File: src/rtl/fetch_pkg.sv
// Shared types and constants for the instruction-fetch front end.
package fetch_pkg;
    localparam int XLEN   = 32;
    localparam int ILEN   = 32;
    localparam int PC_INC = 4;

    typedef struct packed {
        logic [XLEN-1:0] pc;
        logic [ILEN-1:0] instr;
    } fetch_entry_t;
endpackage

File: src/rtl/fetch_queue.sv
// Flushable synchronous FIFO of fetch entries; flush empties it by snapping head to tail.
module fetch_queue
    import fetch_pkg::*;
#(
    parameter int  QDEPTH  = 4,
    parameter type entry_t = fetch_entry_t,
    localparam int AW      = $clog2(QDEPTH),
    localparam int CW      = $clog2(QDEPTH + 1)
) (
    input  logic          clock,
    input  logic          reset,
    input  logic          push,
    input  logic          pop,
    input  logic          flush,
    input  entry_t        wdata,
    output logic [CW-1:0] count,
    output entry_t        head
);
    entry_t        storage [QDEPTH];
    logic [AW-1:0] wr_ptr_q, wr_ptr_d;
    logic [AW-1:0] rd_ptr_q, rd_ptr_d;
    logic [CW-1:0] count_q, count_d;

    always_comb begin
        wr_ptr_d = wr_ptr_q;
        rd_ptr_d = rd_ptr_q;
        count_d  = count_q;
        if (flush) begin
            // any pop this cycle is already consumed; everything else goes
            rd_ptr_d = wr_ptr_q;
            count_d  = '0;
        end else begin
            if (push) wr_ptr_d = wr_ptr_q + 1'b1;
            if (pop)  rd_ptr_d = rd_ptr_q + 1'b1;
            count_d = count_q + CW'(push) - CW'(pop);
        end
    end

    always_ff @(posedge clock or negedge reset) begin
        if (!reset) begin
            wr_ptr_q <= '0;
            rd_ptr_q <= '0;
            count_q  <= '0;
        end else begin
            wr_ptr_q <= wr_ptr_d;
            rd_ptr_q <= rd_ptr_d;
            count_q  <= count_d;
        end
    end

    always_ff @(posedge clock) begin
        if (push && !flush) storage[wr_ptr_q] <= wdata;
    end

    assign count = count_q;
    assign head  = storage[rd_ptr_q];
endmodule

File: src/rtl/fetch_unit.sv
// Fetch front end: PC, imem drive, redirect handling, fetch queue to decode.
// Optional perf counters built when FETCH_PERF_CNT_EN is defined.
module fetch_unit
    import fetch_pkg::*;
#(
    parameter int              XLEN     = fetch_pkg::XLEN,
    parameter int              IMEM_AW  = 8,
    parameter int              QDEPTH   = 4,
    parameter logic [XLEN-1:0] RESET_PC = '0,
    localparam int             CW       = $clog2(QDEPTH + 1)
) (
    input  logic               clock,
    input  logic               reset,
    output logic [IMEM_AW-1:0] imem_addr,
    input  logic [ILEN-1:0]    imem_data,
    input  logic               redirect_valid,
    input  logic [XLEN-1:0]    redirect_pc,
    output logic               d_valid,
    input  logic               d_ready,
    output logic [ILEN-1:0]    d_instr,
    output logic [XLEN-1:0]    d_pc,
    output logic [31:0]        perf_fetched,
    output logic [31:0]        perf_flushed
);
    typedef struct packed {
        logic [XLEN-1:0] pc;
        logic [ILEN-1:0] instr;
    } entry_t;

    logic [XLEN-1:0] pc_q, pc_d;
    logic [CW-1:0]   count;
    logic            push, pop;
    entry_t          wdata, head;

    assign pop   = d_valid & d_ready;
    assign push  = !redirect_valid & ((count < CW'(QDEPTH)) | pop);
    assign wdata = '{pc: pc_q, instr: imem_data};

    always_comb begin
        pc_d = pc_q;
        if (redirect_valid) pc_d = redirect_pc & ~XLEN'(3);
        else if (push)      pc_d = pc_q + XLEN'(PC_INC);
    end

    always_ff @(posedge clock or negedge reset) begin
        if (!reset) pc_q <= RESET_PC;
        else        pc_q <= pc_d;
    end

    fetch_queue #(.QDEPTH(QDEPTH), .entry_t(entry_t)) u_queue (
        .clock (clock),
        .reset (reset),
        .push  (push),
        .pop   (pop),
        .flush (redirect_valid),
        .wdata (wdata),
        .count (count),
        .head  (head)
    );

    assign imem_addr = pc_q[IMEM_AW+1:2];
    assign d_valid   = (count != '0);
    assign d_instr   = head.instr;
    assign d_pc      = head.pc;

`ifdef FETCH_PERF_CNT_EN
    logic [31:0] fetched_q, fetched_d;
    logic [31:0] flushed_q, flushed_d;

    always_comb begin
        fetched_d = fetched_q + 32'(push);
        flushed_d = flushed_q;
        if (redirect_valid) flushed_d = flushed_q + 32'(count) - 32'(pop);
    end

    always_ff @(posedge clock or negedge reset) begin
        if (!reset) begin
            fetched_q <= '0;
            flushed_q <= '0;
        end else begin
            fetched_q <= fetched_d;
            flushed_q <= flushed_d;
        end
    end

    assign perf_fetched = fetched_q;
    assign perf_flushed = flushed_q;
`else
    assign perf_fetched = '0;
    assign perf_flushed = '0;
`endif
endmodule

File: config.mk
export PLATFORM = sky130hd
export DESIGN_NAME = fetch_unit
export DESIGN_NICKNAME = d
export VERILOG_FILES = /design/src/rtl/fetch_pkg.sv /design/src/rtl/fetch_queue.sv /design/src/rtl/fetch_unit.sv
export SDC_FILE = /design/constraint.sdc
export NUM_CORES = 1
export LEC_CHECK = 0
export CAP_MARGIN = 20
export CORE_MARGIN = 2
export CORE_UTILIZATION = 53
export CTS_CLUSTER_DIAMETER = 120
export DETAILED_ROUTE_END_ITERATION = 6
export PLACE_DENSITY = 0.8
export SKIP_LAST_GASP = 1
export SYNTH_ARGS = -nofsm -noshare
export SYNTH_HDL_FRONTEND = slang
export SYNTH_SLANG_ARGS = --single-unit
export TNS_END_PERCENT = 50
File: constraint.sdc
create_clock -name clock -period 3.4 [get_ports clock]
set_input_delay 0.68 -clock clock [delete_from_list [all_inputs] [get_ports clock]]
set_output_delay 0.68 -clock clock [all_outputs]
set_load 0.005 [all_outputs]
==> results of run 1 <==
[critical path: stages (launching register included)]
cell and delay (ps):
dfrtp_4 670, buf_4 300, mux4_2 530, clkdlybuf4s50_1 470
[per-stage QoR]
| step | setup WS [ps] | instances | hold slack (ps) | total power, mW | util |
|---|---|---|---|---|---|
| detailed placement | 529 | 1033 | 553 | 8.21 | 0.608 |
| finish | 214 | 1085 | 253 | 11.2 | 0.653 |
| global placement | 682 | 1033 | 519 | 8.08 | 0.608 |
| CTS | 129 | 1085 | 260 | 11.3 | 0.653 |
| floorplan | 232 | 694 | 384 | 6.52 | - |
| global route | 68.3 | 1085 | 315 | 11.7 | 0.653 |
[power groups by stage]
stage | Clock, mW | Sequential (mW) | Combinational (mW)
finish | 3.11 | 4.82 | 3.25
global route | 3.32 | 4.89 | 3.48
CTS | 3.17 | 4.84 | 3.32
detailed placement | 0 | 4.90 | 3.31
global placement | 0 | 4.84 | 3.24
floorplan | 0 | 4.77 | 1.75
[cells in the final DEF (no fill, tap or decap), types with 7 or more instances in the layout]
master | synthesis | final
buf_4 | 74 | 15
nand3_1 | 8 | 8
o21ai_0 | 25 | 25
edfxtp_1 | 248 | 248
clkbuf_16 | 0 | 29
nand4_1 | 13 | 13
buf_12 | 0 | 7
nand2_1 | 37 | 37
xnor2_1 | 18 | 18
clkbuf_1 | 14 | 9
clkdlybuf4s50_1 | 0 | 134
conb_1 | 1 | 66
mux4_2 | 62 | 62
clkbuf_8 | 1 | 9
ha_1 | 7 | 7
xor2_1 | 15 | 15
dfrtp_1 | 37 | 35
[cell families after synthesis]
kind of cell / after synthesis
buf+inv: 105
simple gates: 101
xor+xnor: 33
mux: 66
flops: 285
fa+ha+maj: 8
other cells: 1
compound gates: 30
[layout make-up]
class                      count  area (µm²)
sequential                   285        8380
fill                        1438        7540
multi-input combinational    304        2840
timing repair buffer         158        1600
clock buffer                  47         883
tap                          280         350
clock inverter                 5        75.1
inverter                       6        22.5
[layer usage]
| metal | share of wire | routed length, µm | track usage |
|---|---|---|---|
| met4 | 0.015 | 315 | 0.0392 |
| met2 | 0.49 | 10600 | 0.309 |
| met1 | 0.42 | 9090 | 0.257 |
| met3 | 0.074 | 1600 | 0.0316 |
| met5 | 0 | 0 | 0 |
[registers in the layout, summed over array words and instances (netlist names)]
register and flops:
u_queue.wr_ptr_q 2, pc_q 30, u_queue.rd_ptr_q 2, u_queue.count 3
u_queue.storage 248
[path summary, 6_finish.rpt]
check / to
setup / recovery: d_pc[8]
hold / removal: u_queue.count[1]$_DFF_PN0_
setup reg to reg: u_queue.count[2]$_DFF_PN0_
hold reg to reg: u_queue.storage[2][57]$_DFFE_PP_
max in group asynchronous: u_queue.rd_ptr_q[0]$_DFFE_PN0P_
min in group clock: u_queue.storage[2][57]$_DFFE_PP_
==> impl_metrics.tcl, run 1 <==
set metrics [dict create \
    synthAdderAreaFrac 0.00923 \
    crit_start "u_queue.rd_ptr_q[0]$_DFFE_PN0P_" \
    cts_post_setup_buffers_inserted 0 \
    drtIter0Drc 352 \
    fmax_mhz 314 \
    leakagePower_nw 4.88 \
    syn_area_per_cell_um2 18.5 \
    startpoint_type "flop" \
    p_switching_mw 2.85 \
    peakVddDrop_mv 0.475 \
    overflow 0 \
    core.rowCount 54 \
    final_nets 859 \
    status "finished clean" \
    maxSlewViolCount 0 \
    yosysSeqAreaShare 0.718 \
    ys_top_cells_by_count "248 x edfxtp_1, 74 x buf_4, 62 x mux4_2, 37 x dfrtp_1, 37 x nand2_1" \
    grt_pass1_wl_mm 33.6 \
    antenna_found_initial 0 \
    drv_cap 0 \
    areaGrowthSynthToFinish_pct 21.4 \
    reg2reg_depth 9 \
    crit_fanout 17 \
    routed_wl_mm 21.6 \
    dr.pass1.iters 5 \
    synthDominantCellAreaShare 0.639 \
    fin_setup_tns_ps 0 \
    diodes 0 \
    synth-edff-count 248 \
    power_frac_comb 0.291 \
    numCtsBuffers 28 \
    die_y_um 152 \
    final_area_um2 14200 \
    crit_arrival_ps 2510 \
    power_frac_seq 0.431 \
    grt_max_degree 66 \
    final_antenna_net_count 0 \
    clk_pin_slew_ps 60 \
    required_ps 2720 \
    synth_flop_cell "edfxtp_1" \
    clock_power_share 0.278 \
    path_class "reg -> out" \
    ys_warn_count 0 \
    grt_pass1_vias 6008 \
    io_buffers 136 \
    synthCells 629 \
    initial_core_util 0.537 \
    slew_headroom 0.432 \
    ys_types 44 \
    r2r-start "u_queue.count[1]$_DFF_PN0_" \
    core_um2 21700 \
    die_w_um 152 \
    worst_pin_slew_ps 852 \
    power_switching_share 0.255 \
    p_per_area_nw_per_um2 790 \
    synth_area_leaders "edfxtp_1 64%, mux4_2 12%, dfrtp_1 7.9%" \
    clock_path_buffers 3 \
    synth-xor-area-share 0.0248 \
    holdCritPathClass "in -> async" \
    root_buffer "clkbuf_16" \
    synth.most_common_cell "edfxtp_1" \
    finalSetupViolCount 0 \
    synth_top_family_by_area "multiplexers" \
    routabilityCongestion 0.844 \
    reg2reg_slack_ps 1020 \
    drc 0 \
    die_area_um2 23200 \
    ys_ff_latch 285 \
    dpl_cell_area_um2 13200 \
    clkLatencyLatePin_ps 530 \
    intPower_mw 8.33 \
    hpwl_mm 14.0 \
    rsz0062_at_grt "false" \
    synthesis.area_um2 11700 \
    drive_gt1_frac 0.189 \
    track_usage 0.184 \
    hold_buffers 0 \
    finalHoldViolations 0 \
    cts.sinks 285 \
    yosys.area.top_type "edfxtp_1" \
    synth-compound-area-share 0.0131 \
    synth-simple-area-share 0.0508 \
    cts_resized 0 \
    synthArstFlopShare 0.130 \
    vias_per_cell 5.42 \
    ios 205 \
    vias 5884 \
    period_needed_ps 3190 \
    wire_per_inst_um 19.9 \
    cts_htree_levels 1 \
    synth.mux.area_fraction 0.124 \
    skew_ps 14.6 \
    finalCritPeriodShare 0.937 \
    tritoncts "built" \
    end_kind "output pin" \
]
Power figures use the tool's default switching activity.
==> run 2, diff against run 1 <==
--- a/config.mk
+++ b/config.mk
@@ -10,6 +10,7 @@
 export CORE_UTILIZATION = 53
 export CTS_CLUSTER_DIAMETER = 120
 export DETAILED_ROUTE_END_ITERATION = 6
+export GPL_ROUTABILITY_DRIVEN = 0
 export PLACE_DENSITY = 0.8
 export SKIP_LAST_GASP = 1
 export SYNTH_ARGS = -nofsm -noshare
==> results of run 2 <==
The final DEF is identical to that of run 1; final timing and power are the same.
